## src/rtl/ws2812_ctrl.sv

```systemverilog
// ---------------------------------------------------------------------------
// ws2812_ctrl
//
// Serialises a frame of LED_NUM 24-bit GRB pixels onto a single WS2812 data
// line, then holds the line low for the latch gap. Pixels are fetched one at
// a time from an external pixel-select block. cfg_start asks that block to
// advance to the next pixel, and cfg_data is sampled in the LOAD cycle.
//
// Ports
//   sys_clk       in   sole clock, rising edge
//   sys_rst       in   asynchronous active-high reset
//   ws2812_start  in   single-cycle frame request
//   cfg_data      in   [23:0] current pixel colour, bit 23 transmitted first
//   cfg_start     out  one-cycle pulse: pixel consumed, advance the index
//   dout          out  registered WS2812 serial line
//   busy          out  high from frame acceptance until the frame ends
//   frame_done    out  one-cycle pulse on the last cycle of the latch gap
//
// All outputs are registered. Each output is computed from the next-state
// values, so it lines up with the state it describes. It is not delayed by a
// cycle.
// ---------------------------------------------------------------------------
module ws2812_ctrl #(
  parameter int LED_NUM = 64,
  parameter int T_BIT   = 62,
  parameter int T0H     = 20,
  parameter int T1H     = 40,
  parameter int T_RST   = 15000
) (
  input  logic        sys_clk,
  input  logic        sys_rst,
  input  logic        ws2812_start,
  input  logic [23:0] cfg_data,
  output logic        cfg_start,
  output logic        dout,
  output logic        busy,
  output logic        frame_done
);

  localparam int CYC_MAX = (T_BIT > T_RST) ? T_BIT : T_RST;
  localparam int CYC_W   = $clog2(CYC_MAX + 1);

  localparam logic [CYC_W-1:0] BIT_LAST  = CYC_W'(T_BIT - 1);
  localparam logic [CYC_W-1:0] GAP_LAST  = CYC_W'(T_RST - 1);
  localparam logic [CYC_W-1:0] HIGH_ONE  = CYC_W'(T1H);
  localparam logic [CYC_W-1:0] HIGH_ZERO = CYC_W'(T0H);
  localparam logic [6:0]       PIX_LAST  = 7'(LED_NUM - 1);

  typedef enum logic [2:0] {
    IDLE,
    LOAD,
    SEND,
    WAIT,
    GAP
  } state_e;

  state_e            state_q, state_d;
  logic [23:0]       shift_q, shift_d;
  logic [4:0]        bit_cnt_q, bit_cnt_d;
  logic [CYC_W-1:0]  cyc_cnt_q, cyc_cnt_d;
  logic [6:0]        pixel_cnt_q, pixel_cnt_d;
  logic              pending_q, pending_d;
  logic              dout_q, dout_d;
  logic              cfg_start_q, cfg_start_d;
  logic              busy_q, busy_d;
  logic              frame_done_q, frame_done_d;

  // NOTE: every signal written here gets a default first; any path that
  // leaves one unassigned would otherwise infer a latch.
  always_comb begin
    state_d     = state_q;
    shift_d     = shift_q;
    bit_cnt_d   = bit_cnt_q;
    cyc_cnt_d   = cyc_cnt_q;
    pixel_cnt_d = pixel_cnt_q;
    pending_d   = pending_q;
    cfg_start_d = 1'b0;

    unique case (state_q)
      IDLE: begin
        if (ws2812_start) begin
          state_d     = LOAD;
          pixel_cnt_d = '0;
          pending_d   = 1'b0;
        end
      end

      LOAD: begin
        shift_d   = cfg_data;
        bit_cnt_d = '0;
        cyc_cnt_d = '0;
        state_d   = SEND;
      end

      SEND: begin
        if (cyc_cnt_q == BIT_LAST) begin
          cyc_cnt_d = '0;
          shift_d   = {shift_q[22:0], 1'b0};
          if (bit_cnt_q == 5'd23) begin
            // Last bit period of the pixel: ask for the next colour.
            bit_cnt_d   = '0;
            cfg_start_d = 1'b1;
            pixel_cnt_d = pixel_cnt_q + 7'd1;
            state_d     = (pixel_cnt_q < PIX_LAST) ? WAIT : GAP;
          end else begin
            bit_cnt_d = bit_cnt_q + 5'd1;
          end
        end else begin
          cyc_cnt_d = cyc_cnt_q + CYC_W'(1);
        end
      end

      // Two idle cycles so cfg_data settles after the index advances.
      WAIT: begin
        if (cyc_cnt_q == CYC_W'(1)) begin
          cyc_cnt_d = '0;
          state_d   = LOAD;
        end else begin
          cyc_cnt_d = cyc_cnt_q + CYC_W'(1);
        end
      end

      GAP: begin
        if (ws2812_start) pending_d = 1'b1;
        if (cyc_cnt_q == GAP_LAST) begin
          cyc_cnt_d = '0;
          // A request arriving on the frame_done cycle itself still counts.
          if (pending_q || ws2812_start) begin
            state_d     = LOAD;
            pixel_cnt_d = '0;
            pending_d   = 1'b0;
          end else begin
            state_d = IDLE;
          end
        end else begin
          cyc_cnt_d = cyc_cnt_q + CYC_W'(1);
        end
      end

      default: state_d = IDLE;
    endcase

    dout_d       = (state_d == SEND) &&
                   (cyc_cnt_d < (shift_d[23] ? HIGH_ONE : HIGH_ZERO));
    busy_d       = (state_d != IDLE);
    frame_done_d = (state_d == GAP) && (cyc_cnt_d == GAP_LAST);
  end

  // NOTE: state registers use non-blocking assignments so every flop samples
  // the pre-edge values, independent of statement order.
  always_ff @(posedge sys_clk or posedge sys_rst) begin
    if (sys_rst) begin
      state_q      <= IDLE;
      shift_q      <= '0;
      bit_cnt_q    <= '0;
      cyc_cnt_q    <= '0;
      pixel_cnt_q  <= '0;
      pending_q    <= 1'b0;
      dout_q       <= 1'b0;
      cfg_start_q  <= 1'b0;
      busy_q       <= 1'b0;
      frame_done_q <= 1'b0;
    end else begin
      state_q      <= state_d;
      shift_q      <= shift_d;
      bit_cnt_q    <= bit_cnt_d;
      cyc_cnt_q    <= cyc_cnt_d;
      pixel_cnt_q  <= pixel_cnt_d;
      pending_q    <= pending_d;
      dout_q       <= dout_d;
      cfg_start_q  <= cfg_start_d;
      busy_q       <= busy_d;
      frame_done_q <= frame_done_d;
    end
  end

  assign dout       = dout_q;
  assign cfg_start  = cfg_start_q;
  assign busy       = busy_q;
  assign frame_done = frame_done_q;

endmodule

```

## config.mk

```make
export PLATFORM = sky130hd
export DESIGN_NAME = ws2812_ctrl
export DESIGN_NICKNAME = d
export VERILOG_FILES = /design/src/rtl/ws2812_ctrl.sv
export SDC_FILE = /design/constraint.sdc
export NUM_CORES = 1
export LEC_CHECK = 0
export ABC_AREA = 1
export CAP_MARGIN = 0
export CORE_ASPECT_RATIO = 0.9
export CORE_MARGIN = 2
export CORE_UTILIZATION = 54
export CTS_BUF_LIST = sky130_fd_sc_hd__clkbuf_2
export CTS_CLUSTER_SIZE = 40
export DETAILED_ROUTE_END_ITERATION = 7
export PLACE_DENSITY = 0.89
export RECOVER_POWER = 50
export SYNTH_ARGS = -nofsm -noshare
export SYNTH_HDL_FRONTEND = slang
export SYNTH_SLANG_ARGS = --single-unit
```

## constraint.sdc

```tcl
create_clock -name sys_clk -period 2 [get_ports sys_clk]
set_clock_uncertainty 0.05 [all_clocks]
set_input_delay 0.6 -clock sys_clk [delete_from_list [all_inputs] [get_ports sys_clk]]
set_output_delay 0.6 -clock sys_clk [all_outputs]
set_load 0.005 [all_outputs]
```

==> out/results.ini <==
[timing]
setup_viol_count_final = 11
period_share_pct = 118.5
tightestPinTransition_ns = 1.293
hold_ws_ns = 0.4737
slew_headroom_pct = 13.80
final.min_clock_period_ns = 2.371
fmax_ghz = 0.4218
report.final.slew_viol_count = 0
rsz0062_at_grt = true
hold_viol = 0
timing.final.ws_setup_ns = -0.3706
fin_setup_tns_ns = -2.346

[global_routing]
grt_max_degree = 59
grt.total_usage_pct = 27.67
overflow = 0
antenna_found_initial = 0
grt_pass1_wl_mm = 14.86
grt_pass1_vias = 3290

[final_layout]
drive_gt1_share_pct = 32.25
areaGrowthSynthToFinish_pct = 38.38
utilization_pct = 77.61
antennaDiodeCount = 0
nNetsFinal = 581
nFillCells = 382
final_cells = 639

[synth]
yosys_most_used_dff = dfrtp_1
yosys_warnings = 0
ys_types = 39
synth.cell_area_mm2 = 0.003430
synth_seq_area_share_pct = 42.32
synth_cells = 441
syn_nets = 475
postSynth.asyncResetShare_pct = 100.0
ys_ff_latch = 58
synth_edf_count = 0
syn_area_per_cell_um2 = 7.777

[place]
hpwlAfterDp_mm = 6.231
dp.cells = 610
portBuffers = 30
routabilityCongestion = 0.9585

[routing]
wl_mm = 10.62
ant_nets = 0
viasPerCell = 5.732
drc = 0
vias = 3663
routedWlPerCell_um = 16.62
dr.pass1.iters = 5
drt_iter0_drc = 409

[power_and_ir_drop]
max-vdd-ir-drop_mv = 0.4993
p_per_area_mw_per_mm2 = 470.9
p_leak_nw = 2.338
power_w = 0.002235

[flow_run]
maxCapViolCount = 0

[clock_tree]
path_clk_slew_ns = 0.18
cts_root_buffer = clkbuf_2
clock_latency_ns = 0.50
cts_tree = built
clkSinkCount = 58
cts-hold-fix-buffers = 0
htree_levels = 3
numCtsBuffers = 9
cts_buffer_depth = 2

[status]
violations = setup timing
status = complete, but fails checks

[setup_path]
worstPathArrival_ns = 2.74
crit_chain = buf_4 > nand3b_4 > nand2_4 > inv_2 > nand2_2 > nand4_1 > xor2_1 > nor2_1 > ha_2 > a21oi_2 > nand4_1 > nor2_1 > nand3_1 > nor2_1
required_ns = 2.37
path_class = flip-flop to flip-flop
slowest_delay_ns = 0.51
start_kind = flip-flop
cp_common_cell = nor2_1
cp_max_fo = 4
slowest_stage = dfrtp_1
cp-end-kind = flip-flop

[die]
die_area_mm2 = 0.007006
ios = 31
initial_utilization_pct = 56.09
die_h_um = 79.61
die_w_um = 88.01
coreArea_mm2 = 0.006115
rows = 27

[hold_path]
hold_path.class = flip-flop to flip-flop

per-stage QoR:
step	setup WS, ns	instance area, µm²
2_1_floorplan	-0.07734	3466
3_3_place_gp	-0.1559	4293
3_5_place_dp	-0.2746	4293
4_1_cts	-0.2022	4496
5_1_grt	-0.5399	4746
6_report	-0.3706	4746
area by class of cell:
cell class                 instances  area, µm²  area share (%)
timing repair buffer             104      924.6           19.48
clock inverter                     6      81.33           1.714
sequential                        58       1453           30.61
clock buffer                      10      50.05           1.055
multi-input combinational        307       1864           39.28
inverter                          67      264.0           5.563
tap                               87      108.9           2.294
cell usage in the layout (no fill, tap or decap), drive strengths merged, types with 12 or more instances in the layout:
cell and count:
clkbuf 12, inv 65, dfrtp 58, nand3 38, nand2 128, a21oi 16, clkdlybuf4s50 26, o21ai 14
buf 72, nor2 58
kinds of logic (layout without fill, tap and decap cells):
kind of cell / count (synthesis) / count (layout) / synth area share [%]
buf+inv: 76 / 187 / 9.230
flops: 58 / 58 / 42.32
simple gates: 241 / 241 / 33.82
fa+ha+maj: 7 / 7 / 2.554
xor+xnor: 3 / 3 / 0.9853
compound gates: 56 / 56 / 11.09
per-layer routing:
layer  global-route usage [%]  wire length, µm  vias up
met5                        0                0        -
met4                    11.08              518        0
met3                    5.584              844       69
met2                    47.05             5218      238
met1                    34.32             4040     1723
li1                         -                -     1633
worst max-delay path: cells and delay by family (launching register included):
kind,cells,cell delay (ns)
adders and majority gates,1,0.19
buffers and inverters,2,0.20
xor gates and xnor gates,1,0.22
and+or+nand+nor,9,1.00
DFF,1,0.51
AOI/OAI and AO/OA,1,0.14
state kept, by name (all words and copies together) (netlist names):
signal,cells
bit_cnt_q,5
pixel_cnt_q,7
pending_q,1
cyc_cnt_q,14
cfg_start,1
busy,1
state_q,3
shift_q,24
dout,1
frame_done,1
final timing paths:
check,startpoint,to,slack (ns),cells past startpoint
setup / recovery,state_q[1],dout,-0.37,14
setup reg to reg,state_q[1],dout,-0.37,14
max in group asynchronous,sys_rst,cyc_cnt_q[0],0.21,3
hold reg to reg,shift_q[4],shift_q[4],0.47,2
hold / removal,shift_q[4],shift_q[4],0.47,2
min in group asynchronous,sys_rst,shift_q[11],0.82,3
cell usage after synthesis (all sizes together), types with 6 or more instances:
master | count | area share, %
nand4 | 6 | 1.1
ha | 7 | 2.6
nand3 | 38 | 5.8
nand2 | 128 | 16
o21ai | 14 | 2.4
nor3 | 6 | 1.4
inv | 66 | 7.2
a21oi | 16 | 2.7
buf | 7 | 1.7
o211ai | 9 | 2.0
nor2 | 58 | 8.2
a22oi | 10 | 2.2
dfrtp | 58 | 42
report_power, final:
part	leakage (nW)	switching, W	internal [W]
combinational	1.54	0.0000671	0.0000741
clock	0.0810	0.000461	0.000411
sequential	0.717	0.0000177	0.00120
repair_timing:
item | CTS | global route
pin swaps | 10 | 24
buffers inserted | 5 | 10
gates cloned | 0 | 1
gates resized for setup | 15 | 46
endpoints found under the setup margin | 6 | 26
Power figures use the tool's default switching activity.
